### src/rtl/piso_pkg.sv
// Shared constants and helpers for the parallel-in serial-out shifter.
// Define PISO_PARITY_EN to append an even-parity bit to every frame.
package piso_pkg;

`ifdef PISO_PARITY_EN
  localparam int PAR_BITS = 1;
`else
  localparam int PAR_BITS = 0;
`endif

  typedef enum logic {
    ORDER_LSB = 1'b0,
    ORDER_MSB = 1'b1
  } bit_order_e;

  function automatic int cnt_w(input int width);
    return $clog2(width + 2);
  endfunction

  function automatic int frame_len(input int width);
    return width + PAR_BITS;
  endfunction

endpackage

### src/rtl/piso_bit_counter.sv
// Loadable down-counter tracking bits left in the frame.
// Produces busy (bits pending) and done (last bit on the line).
module piso_bit_counter
  import piso_pkg::*;
#(
  parameter int WIDTH = 8
) (
  input  logic clk,
  input  logic rst,
  input  logic load_i,
  output logic busy_o,
  output logic done_o
);

  localparam int CW = cnt_w(WIDTH);
  localparam logic [CW-1:0] FRAME = CW'(frame_len(WIDTH));
  localparam logic [CW-1:0] ONE = CW'(1);

  logic [CW-1:0] cnt_q;
  logic [CW-1:0] cnt_d;

  // Count includes the bit currently on dout; saturates at zero.
  always_comb begin
    cnt_d = cnt_q;
    if (load_i) begin
      cnt_d = FRAME;
    end else if (cnt_q != '0) begin
      cnt_d = cnt_q - ONE;
    end
  end

  always_ff @(posedge clk or negedge rst) begin
    if (!rst) begin
      cnt_q <= '0;
    end else begin
      cnt_q <= cnt_d;
    end
  end

  assign busy_o = (cnt_q != '0);
  assign done_o = (cnt_q == ONE);

endmodule

### src/rtl/piso_shift_reg.sv
// Parallel-in serial-out shifter, one bit per clock on dout.
// Optional even parity bit appended when PISO_PARITY_EN is defined.
module piso_shift_reg
  import piso_pkg::*;
#(
  parameter int WIDTH     = 8,
  parameter bit MSB_FIRST = 1'b1
) (
  input  logic             clk,
  input  logic             rst,
  input  logic             latch,
  input  logic [WIDTH-1:0] din,
  output logic             dout,
  output logic             busy,
  output logic             done
);

  localparam int FW = frame_len(WIDTH);
  localparam bit_order_e ORDER =
    MSB_FIRST ? ORDER_MSB : ORDER_LSB;

  logic [FW-1:0] sr_q;
  logic [FW-1:0] sr_d;
  logic [FW-1:0] frame_w;
  logic          head_w;

  // Parity rides at the tail of the frame in send order.
  generate
    if (ORDER == ORDER_MSB) begin : g_msb
`ifdef PISO_PARITY_EN
      assign frame_w = {din, ^din};
`else
      assign frame_w = din;
`endif
      assign head_w = sr_q[FW-1];
    end else begin : g_lsb
`ifdef PISO_PARITY_EN
      assign frame_w = {^din, din};
`else
      assign frame_w = din;
`endif
      assign head_w = sr_q[0];
    end
  endgenerate

  piso_bit_counter #(
    .WIDTH (WIDTH)
  ) u_cnt (
    .clk    (clk),
    .rst    (rst),
    .load_i (latch),
    .busy_o (busy),
    .done_o (done)
  );

  always_comb begin
    sr_d = sr_q;
    if (latch) begin
      sr_d = frame_w;
    end else if (busy) begin
      if (ORDER == ORDER_MSB) begin
        sr_d = sr_q << 1;
      end else begin
        sr_d = sr_q >> 1;
      end
    end
  end

  always_ff @(posedge clk or negedge rst) begin
    if (!rst) begin
      sr_q <= '0;
    end else begin
      sr_q <= sr_d;
    end
  end

  assign dout = busy & head_w;

endmodule

### config.mk
export PLATFORM = sky130hd
export DESIGN_NAME = piso_shift_reg
export DESIGN_NICKNAME = d
export VERILOG_FILES = /design/src/rtl/piso_pkg.sv /design/src/rtl/piso_bit_counter.sv /design/src/rtl/piso_shift_reg.sv
export SDC_FILE = /design/constraint.sdc
export NUM_CORES = 1
export LEC_CHECK = 0
export CAP_MARGIN = 0
export CORE_AREA = 2 2 39 41
export CTS_CLUSTER_DIAMETER = 40
export DETAILED_ROUTE_END_ITERATION = 8
export DIE_AREA = 0 0 41 43
export PLACE_DENSITY = 0.78
export SYNTH_ARGS = -nofsm -noshare
export SYNTH_HDL_FRONTEND = slang
export SYNTH_HIERARCHICAL = 1
export SYNTH_SLANG_ARGS = --single-unit
### constraint.sdc
create_clock -name clk -period 2.6 [get_ports clk]
set_clock_uncertainty 0.05 [all_clocks]
set_input_delay 0.39 -clock clk [delete_from_list [all_inputs] [get_ports clk]]
set_output_delay 0.39 -clock clk [all_outputs]
set_load 0.02 [all_outputs]
# Yosys cells after proc, flatten, opt, wreduce, memory -nomap -nowiden
# Index checks and enable logic that the tools add are counted.
# totals
out_inout_bits,3
word_cells,11
register_bits,12
inputBits,11
# classes
bitwise_logic,1
n_reduce_logical,2
addsub,1
n_mux,4
eq_ne,1
# op_table
operator,n
$mux W8,2
$mux W4,2
$eq A4 B1 Y1 const B,1
$reduce_bool A4 Y1,1
$sub A4 B1 Y4 const B,1
$reduce_bool A2 Y1,1
$and A1 B1 Y1,1

# Longest topological paths before layout
# logic_depth
depth_word,3
mapped_depth,7

# Hierarchy
# The synthesis kept the hierarchy.
# modules_own_cells
module,area_per_inst_um2,n_inst,cells_each
piso_shift_reg,375.4,1,35
piso_bit_counter,246.5,1,25

# Worst setup path before layout
# OpenSTA, ideal clock, no wires.
# synth_timing
path_kind,reg-to-output
startpoint,register u_cnt.cnt_q[0]
endpoint,output dout
t_required_ps,2160
t_arrival_ps,1407
stages_incl_launch_ff,7
setup_slack_ps,753
n_path_buf,1
path_cell_list,dfrtp_1 > inv_1 > ha_1 > nor3b_2 > inv_1 > buf_6 > and2_1
# synth_between
elab_chain_len,2
# synth_rtl
item,line_no,text
"start, declared",piso_bit_counter.sv:19,logic [CW-1:0] cnt_q;
"start signal, assigned",piso_bit_counter.sv:36,cnt_q <= cnt_d;
$reduce_bool A4 Y1,piso_bit_counter.sv:40,assign busy_o = (cnt_q != '0);
named net busy,piso_shift_reg.sv:14,"output logic busy,"
$and A1 B1 Y1,piso_shift_reg.sv:77,assign dout = busy & head_w;
"end, declared",piso_shift_reg.sv:13,"output logic dout,"
# The timed path passes the listed nets, and every way through them passes these cells.

# Final worst setup path
# layout_timing
startpoint,register u_cnt.cnt_q[0]
endpoint,output busy
# layout_between
elab_chain_len,1
# layout_rtl
item,line_no
$reduce_bool A4 Y1,piso_bit_counter.sv:40
"end, declared",piso_shift_reg.sv:14
# No other way between the ends.

==> metrics.md <==
| Metric | Value |
|---|---|
| Final Max Slew Viols | 0 |
| Mapped Cells | 60 |
| Layout net count | 90 |
| Final instance area | 802 µm² |
| Routed WL | 1.08 mm |
| Leakage | 0.396 nW |
| VDD IR-drop max | 0.451 mV |
| Area leader, netlist | dfrtp_1 |
| Status | finished, final reports clean |
| Total number of vias | 453 |
| Seq/Total Area, Yosys | 48.3% |
| CTS tree | done |
| Filler Cell Count | 120 |
| Synth top area share | 48.3% |
| Iter 0 DRT Violations | 3 |
| Gr ovfl total | 0 |
| H-tree levels | 1 |
| Hold Fails Final Rpt | 0 |
| Vias in the first global route | 437 |
| Pwr Density | 891 nW/µm² |
| Synthesized area | 622 µm² |
| Syn_area_per_cell | 10.4 µm² |
| Worst Tran Pin Value | 0.682 ns |
| Io pins | 14 |
| Crit. End Element | primary output |
| First drt pass iteration count | 3 |
| Clock Tree Buf Depth | 2 |
| Final Setup Violations | 0 |
| DIE AREA | 1760 µm² |
| Syn-to-layout area delta | 29.0% |
| Clk_lat worst skew | 0.26 ns |
| Core Area | 1380 µm² |
| Site Rows | 14 |
| Fmax | 434 MHz |
| Clock Sinks | 12 |
| Total negative slack | 0 ns |
| Critical path fanouts, max | 6 |
| Synth warn | 6 |
| First-pass GRT wire length | 1.72 mm |
| Root buffer cell | clkbuf_4 |
| Critical path arrival | 1.87 ns |
| CTS Buf Count | 3 |
| Worst Reg2Reg Path Length in Cells | 7 |
| Relative slew slack | 54.4% |
| Worst hold path type | in2async |
| Minimum clock period | 2.31 ns |
| Clk slew on worst S/H paths | 0.07 ns |
| RSZ-0062 raised after global routing | false |
| Initial antenna violation count | 0 |
| Critical path class | reg2out |
| Dpl cell area | 757 µm² |
| #FFs+latches synth | 12 |
| DRT antenna net count | 0 |
| Gpl congestion | 0.686 |
| Required @ worst endpoint | 2.16 ns |
| Die H | 43 µm |
| Drt drc | 0 |
| Yosys cell types | 19 |
| Avg WL per Cell | 11.7 µm |
| Mapped Nets | 73 |
| Reg2reg setup slack | 0.91 ns |
| Largest net degree at the start of global routing | 23 |
| Ant diodes | 0 |
| Vias per cell | 4.92 |
| Share of post-route cells with drive strength above 1 | 10.5% |
| Port bufs | 13 |
| GRT Total Usage | 14.6% |
| PnR Total Power | 714 µW |
| Die X | 41 µm |
| Top cells by area, synth | dfrtp_1 48%, mux2i_1 11%, o21ai_1 5.6% |
| Max-cap violations | 0 |
| Final worst-path cycle share | 88.7% |
| Worst setup SP type | register |
| Initial Utilization | 44.9% |
-- kinds of logic (layout without fill, tap and decap cells) --
kind of cell / count (synthesis) / after routing / share of synthesized area (%)
flip-flops: 12 / 12 / 48.3
adder cells (fa/ha/maj): 2 / 2 / 4.02
multiplexers: 9 / 9 / 14.9
AO/OA/AOI/OAI: 11 / 11 / 10.1
AND/OR/NAND/NOR: 21 / 21 / 17.3
buffers and inverters: 5 / 21 / 5.43
-- layer usage --
layer	GRT usage [%]	wire [µm]	up-vias
met5	0	0	-
met4	8.00	22	0
met3	1.57	26	2
met2	24.7	549	7
met1	16.8	477	209
li1	-	-	235
-- final cells by class --
class                           instances  area, µm²  area share, %
Sequential cell                        12        300           37.4
Multi-Input combinational cell         43        294           36.7
Timing Repair Buffer                   14        140           17.5
Clock buffer                            4       36.3           4.52
Tap cell                               16       20.0           2.50
Inverter                                3       11.3           1.40
-- worst max-delay path: stages (launching register included) --
cell,delay [ns]
dfrtp_1,0.43
inv_1,0.08
ha_1,0.19
nor3b_4,0.25
inv_1,0.10
clkdlybuf4s50_1,0.54
-- timing repair --
item,CTS,global route
setup endpoints to repair,0,1
hold buffers,0,0
setup buffers,0,0
resized for setup,0,2
-- through the flow --
step	utilization [%]	hold slack (ns)	std cells	setup slack, ns
6_report	58.0	0.419	92	0.294
3_3_place_gp	54.7	0.484	88	0.500
4_1_cts	57.3	0.433	92	0.111
2_1_floorplan	-	0.0444	60	0.753
3_5_place_dp	54.7	0.494	88	0.410
5_1_grt	58.0	0.462	92	0.152
-- state kept, by name, summed over array words and instances (netlist names) --
| signal | count |
|---|---|
| u_cnt/cnt_q | 4 |
| sr_q | 8 |
-- Yosys cell counts, drive strengths merged --
cell,instances
dfrtp,12
nand2,8
o21ai,8
mux2i,7
nor2,4
inv,3
and2,2
buf,2
ha,2
mux2,2
nand2b,2
nor2b,2
a211o,1
a21oi,1
nand3b,1
nor3,1
nor3b,1
o31a,1
-- cells in the final DEF (no fill, tap or decap) --
| cell | count |
|---|---|
| clkbuf_8 | 1 |
| ha_1 | 2 |
| nand2b_1 | 2 |
| mux2i_1 | 7 |
| nor2b_1 | 2 |
| nor2_1 | 4 |
| and2_1 | 2 |
| o21ai_1 | 7 |
| clkdlybuf4s50_1 | 12 |
| dfrtp_1 | 12 |
| nand3b_1 | 1 |
| o31a_1 | 1 |
| dlymetal6s2s_1 | 1 |
| clkbuf_4 | 3 |
| mux2_2 | 2 |
| a211o_1 | 1 |
| o21ai_0 | 1 |
| nor3_1 | 1 |
| a21oi_1 | 1 |
| buf_4 | 1 |
| nor3b_4 | 1 |
| inv_1 | 3 |
| nand2_1 | 8 |
-- power breakdown --
group          switching, mW  leakage (nW)  internal [mW]
registers             0.0529         0.147          0.235
clock network         0.0575        0.0210         0.0849
logic                  0.126         0.227          0.159
total                  0.236         0.396          0.478
-- final timing paths --
path | to | from
min reg2reg | sr_q[4] | sr_q[3]
max | busy | u_cnt/cnt_q[0]
max in group asynchronous | sr_q[0] | rst
min in group clk | sr_q[4] | sr_q[3]
min | sr_q[7] | rst
max reg2reg | sr_q[6] | u_cnt/cnt_q[0]
(Power assumes the default switching activity.)
==> RTL edit 1, RTL diff (config.mk and constraints unchanged) <==
Reset style: synchronous (`rst`), changed in 2 clocked blocks.
--- a/src/rtl/piso_bit_counter.sv
+++ b/src/rtl/piso_bit_counter.sv
@@ -30,5 +30,5 @@
   end
 
-  always_ff @(posedge clk or negedge rst) begin
+  always_ff @(posedge clk) begin
     if (!rst) begin
       cnt_q <= '0;
--- a/src/rtl/piso_shift_reg.sv
+++ b/src/rtl/piso_shift_reg.sv
@@ -67,5 +67,5 @@
   end
 
-  always_ff @(posedge clk or negedge rst) begin
+  always_ff @(posedge clk) begin
     if (!rst) begin
       sr_q <= '0;
Formal check against the unedited RTL: differs if rst is asserted again (counterexample within 4 cycles, from zero or initial values and one cycle with rst low); with rst held inactive, the same outputs for 10 cycles.
==> RTL edit 1 against the unedited design <==
Synthesized area grew 4.8%. Total power fell by 25%. Final area increased by 3.3%. Sequential cell count stayed put. Non-clock buffer count rose by 1. Count of clock-buffer cells in the layout stayed put. Setup slack lost 0.17 ns. Routed wire length about the same. Largest cell class is now multi-input gates.
==> RTL edit 1: results (changes against the unedited design) <==
clock_tree:
  htreeDepth: 1  # unchanged
  cts_root_buffer: "clkbuf_4"
  clk_pin_slew_ns: 0.08
  numCtsBuffers: 3  # unchanged
  ctsResizeCount: 0  # unchanged
  clk_latency_ns: 0.27
  clockBufferDepth: 2  # unchanged
  cts_setup_buffers: 0  # unchanged
yosys:
  yosysWarnings: 6  # unchanged
  synth_top_flop_cell: "dfxtp_1"
  synth_compound_area_frac: 0.150  # +0.0491
  synth-adder-area-share: 0.0576  # +0.0173
  ys_types: 22  # +3
  synth_cells: 60  # unchanged
  muxShareOfSynthArea: 0.179  # +0.0296
  yosysSeqAreaShare: 0.369  # -0.114
  yosys-top-cells-count: "dfxtp_1, nand2b_1, mux2_4, o211a_1, nor2_1"
  synthArstFlopShare: 0  # -1.00
  synth_area_leaders: "dfxtp_1, mux2_4, o211a_1, nand2b_1, ha_1"
  syn_nets: 74  # +1.4%
  synthXorXnorAreaFrac: 0.0269  # +0.0269
timing:
  drv_slew: 0  # unchanged
  slew-limit-headroom: 0.626  # +0.0821
drt:
  drt_iter0_markers: 4  # +1
  dr.pass1.iters: 3  # unchanged
  viasPerCell: 4.96  # +0.65%
  routed_wirelength_um: 1080  # about the same
  wl_per_cell_um: 11.8  # +1.2%
global_routing:
  grt_max_degree: 19  # -17%
  grt_pass1_vias: 455  # +4.1%
  antenna_found_initial: 0  # unchanged
  track_usage: 0.161  # +0.0149
  grt_pass1_wl_um: 1870  # +8.8%
min_path:
  hold_class: "flop to flop"
power:
  p_leak_nw: 0.403  # +1.8%
  peakVddDrop_mv: 0.339  # -25%
place:
  place.gp.congestion: 0.682  # -0.52%
  dp_cells: 87  # -1.1%
  port_buffers: 13  # unchanged
  placed_cell_area_sq_um: 792  # +4.6%
  pre_cts_ws_ns: 0.425  # +0.0154 ns
final_layout:
  reg_top3: "sr_q: 8 flops, u_cnt/cnt_q: 4 flops"
  n_antenna_cell: 0  # unchanged
  fillerInstances: 125  # +4.2%
  drive_above_1_share: 0.200  # +0.0947
  fin_nets: 90  # unchanged
setup_path:
  cp_top_family: "buffers and inverters"
  arrival_ns: 2.04  # +0.17 ns
  slowest_stage: "clkdlybuf4s50_1"
  critPathMaxFanout: 4  # -2
  slowest_delay_ns: 0.53
status:
  outcome: "completed"
RTL edit 1: changes by cell type after synthesis, sizes merged, moves of 2 or more:
cell / change
or3b: +2
o211a: +7
nand2: -6
nor2b: -2
dfrtp: -12
mux2: +6
nand2b: +6
dfxtp: +12
o21ai: -8
mux2i: -7
RTL edit 1: report_power, final:
| group | internal, mW | switching [mW] | leakage, nW |
|---|---|---|---|
| logic | 0.104 | 0.0736 | 0.282 |
| clock network | 0.0851 | 0.0617 | 0.0210 |
| registers | 0.202 | 0.0125 | 0.0994 |
RTL edit 1: kinds of logic after synthesis:
kind of cell / Yosys count
mux: 8
fa+ha+maj: 3
compound gates: 10
flops: 12
simple gates: 19
xor+xnor: 2
buf+inv: 6
RTL edit 1: worst paths after layout:
path,start,endpoint,slack [ns],depth (start not counted)
worst max-delay path,u_cnt/cnt_q[0],dout,0.12,5
worst min-delay path,u_cnt/cnt_q[1],u_cnt/cnt_q[1],0.49,2
worst max register to register,u_cnt/cnt_q[0],sr_q[6],0.72,6
worst min register to register,u_cnt/cnt_q[1],u_cnt/cnt_q[1],0.49,2
RTL edit 1: layer usage:
metal  track usage  share of wire  up-vias
li1              -              -      238
met3        0.0314          0.032        2
met2         0.259           0.53        9
met4         0.100          0.010        0
met1         0.183           0.42      202
met5             0              0        -
RTL edit 1: final cells by class:
| class | instances | area, sq um | share of cell area |
|---|---|---|---|
| clock buffer | 4 | 36.3 | 0.0438 |
| multi-input combinational | 42 | 379 | 0.458 |
| timing repair buffer | 15 | 145 | 0.175 |
| sequential | 12 | 240 | 0.290 |
| inverter | 2 | 7.51 | 0.00906 |
| tap | 16 | 20.0 | 0.0242 |
==> RTL edit 2, RTL diff (same settings) <==
Made on the original files. `WIDTH` is set to 8 in 2 places; all go to 9.
--- a/src/rtl/piso_bit_counter.sv
+++ b/src/rtl/piso_bit_counter.sv
@@ -4,5 +4,5 @@
   import piso_pkg::*;
 #(
-  parameter int WIDTH = 8
+  parameter int WIDTH = 9
 ) (
   input  logic clk,
--- a/src/rtl/piso_shift_reg.sv
+++ b/src/rtl/piso_shift_reg.sv
@@ -4,5 +4,5 @@
   import piso_pkg::*;
 #(
-  parameter int WIDTH     = 8,
+  parameter int WIDTH     = 9,
   parameter bit MSB_FIRST = 1'b1
 ) (
Ports: changed (resized din); port bits go from 14 to 15. No check against the original RTL was run, so the function may have changed too.
==> RTL edit 2 against the unedited design <==
Setup slack lost 0.014 ns. Count of clock-buffer cells in the layout did not move. Sequential cell count increased by 1. Final area increased by 6.9%. First-iteration DRC count shrank 67%. Die area stayed put. Synthesized area increased by 9.9%. Routed wire length grew 3.3%. Highest routed layer unchanged.
Power is not compared: it rests on default switching activity, and its combinational part moved more than twofold at a synthesized area within 25%.
==> RTL edit 2: results (changes against the unedited design) <==
yosys:
  synth_compound_area_frac: 0.104  # +0.00379
  synthArstFlopShare: 1.00  # unchanged
  yosysSeqAreaShare: 0.476  # -0.00671
  yosys-top-cells-count: "dfrtp_1, mux2i_1, nand2_1"
  yosysWarnings: 6  # unchanged
  muxShareOfSynthArea: 0.148  # -0.000542
  syn_nets: 79  # +8.2%
  synth_area_leaders: "dfrtp_1, mux2i_1, o21ai_1, nand2_1, ha_1"
  syn-mean-instance-area_sq_um: 10.5  # +1.4%
  ys_types: 22  # +3
  synth-adder-area-share: 0.0366  # -0.00361
power:
  p_seq_mw: 0.245
  maxPowerGroup: "registers"
global_routing:
  grt_pass1_vias: 490  # +12%
  grt_max_degree: 15  # -35%
  track_usage: 0.170  # +0.0234
  grt_pass1_wl_um: 1940  # +13%
drt:
  vias: 506  # +12%
  drt_iter0_markers: 1  # -2
  wl_per_cell_um: 11.3  # -3.0%
  viasPerCell: 5.16  # +4.9%
  dr.pass1.iters: 2  # -1
final_layout:
  reg_top3: "sr_q: 9 flops, u_cnt/cnt_q: 4 flops"
  drive_above_1_share: 0.110  # +0.00449
  fin_nets: 97  # +7.8%
  fillerInstances: 129  # +7.5%
clock_tree:
  clk_latency_ns: 0.27
  cts_setup_buffers: 0  # unchanged
  clk_pin_slew_ns: 0.07  # about the same
setup_path:
  arrival_ns: 1.88
place:
  port_buffers: 14  # +1
  place.gp.congestion: 0.702  # +2.3%
  placed_cell_area_sq_um: 828  # +9.4%
  dp_cells: 94  # +6.8%
  pre_cts_ws_ns: 0.421  # +0.0114 ns
status:
  outcome: "completed"
timing:
  slew-limit-headroom: 0.624  # +0.0798
==> RTL edit 2: cell count changes in the layout (fill, tap and decap cells not counted), sizes merged <==
cell and change:
buf +1, mux2i +2, o21ai +1, clkdlybuf4s50 +1, mux2 -1, nand2 +1, dfrtp +1
==> RTL edit 2: layout make-up <==
class                           instances  area (sq um)  area share
Sequential cell                        13           325       0.380
Multi-Input combinational cell         46           317       0.369
Timing Repair Buffer                   16           158       0.184
Clock buffer                            4          26.3      0.0307
Tap cell                               16          20.0      0.0234
Inverter                                3          11.3      0.0131
==> RTL edit 2: routing by layer <==
layer | wire length, um | GRT usage
met1 | 506 | 0.220
met2 | 532 | 0.234
met3 | 46 | 0.0471
met4 | 27 | 0.120
met5 | 0 | 0
==> RTL edit 2: path summary, 6_finish.rpt <==
check                                     from  depth (start not counted)  slack, ns             end
worst max register to register  u_cnt/cnt_q[0]                          7       0.92         sr_q[8]
max in group asynchronous                  rst                          1       1.70  u_cnt/cnt_q[0]
min in group clk                       sr_q[0]                          2       0.50         sr_q[0]
worst min register to register         sr_q[0]                          2       0.50         sr_q[0]
worst max-delay path            u_cnt/cnt_q[0]                          5       0.28            busy
worst min-delay path                       rst                          1       0.43         sr_q[7]
==> RTL edit 2: worst max-delay path, delay by kind of cell, from the launching register on <==
kind / cells / cell delay, ns
adders and majority gates: 1 / 0.20
buffers and inverters: 3 / 0.71
DFF: 1 / 0.44
and+or+nand+nor: 1 / 0.26
==> RTL edit 2: kinds of logic (layout without fill, tap and decap cells) <==
logic type,Yosys count,in the layout
AO/OA/AOI/OAI,12,12
buffers and inverters,6,23
adder cells (fa/ha/maj),2,2
flip-flops,13,13
multiplexers,10,10
AND/OR/NAND/NOR,22,22
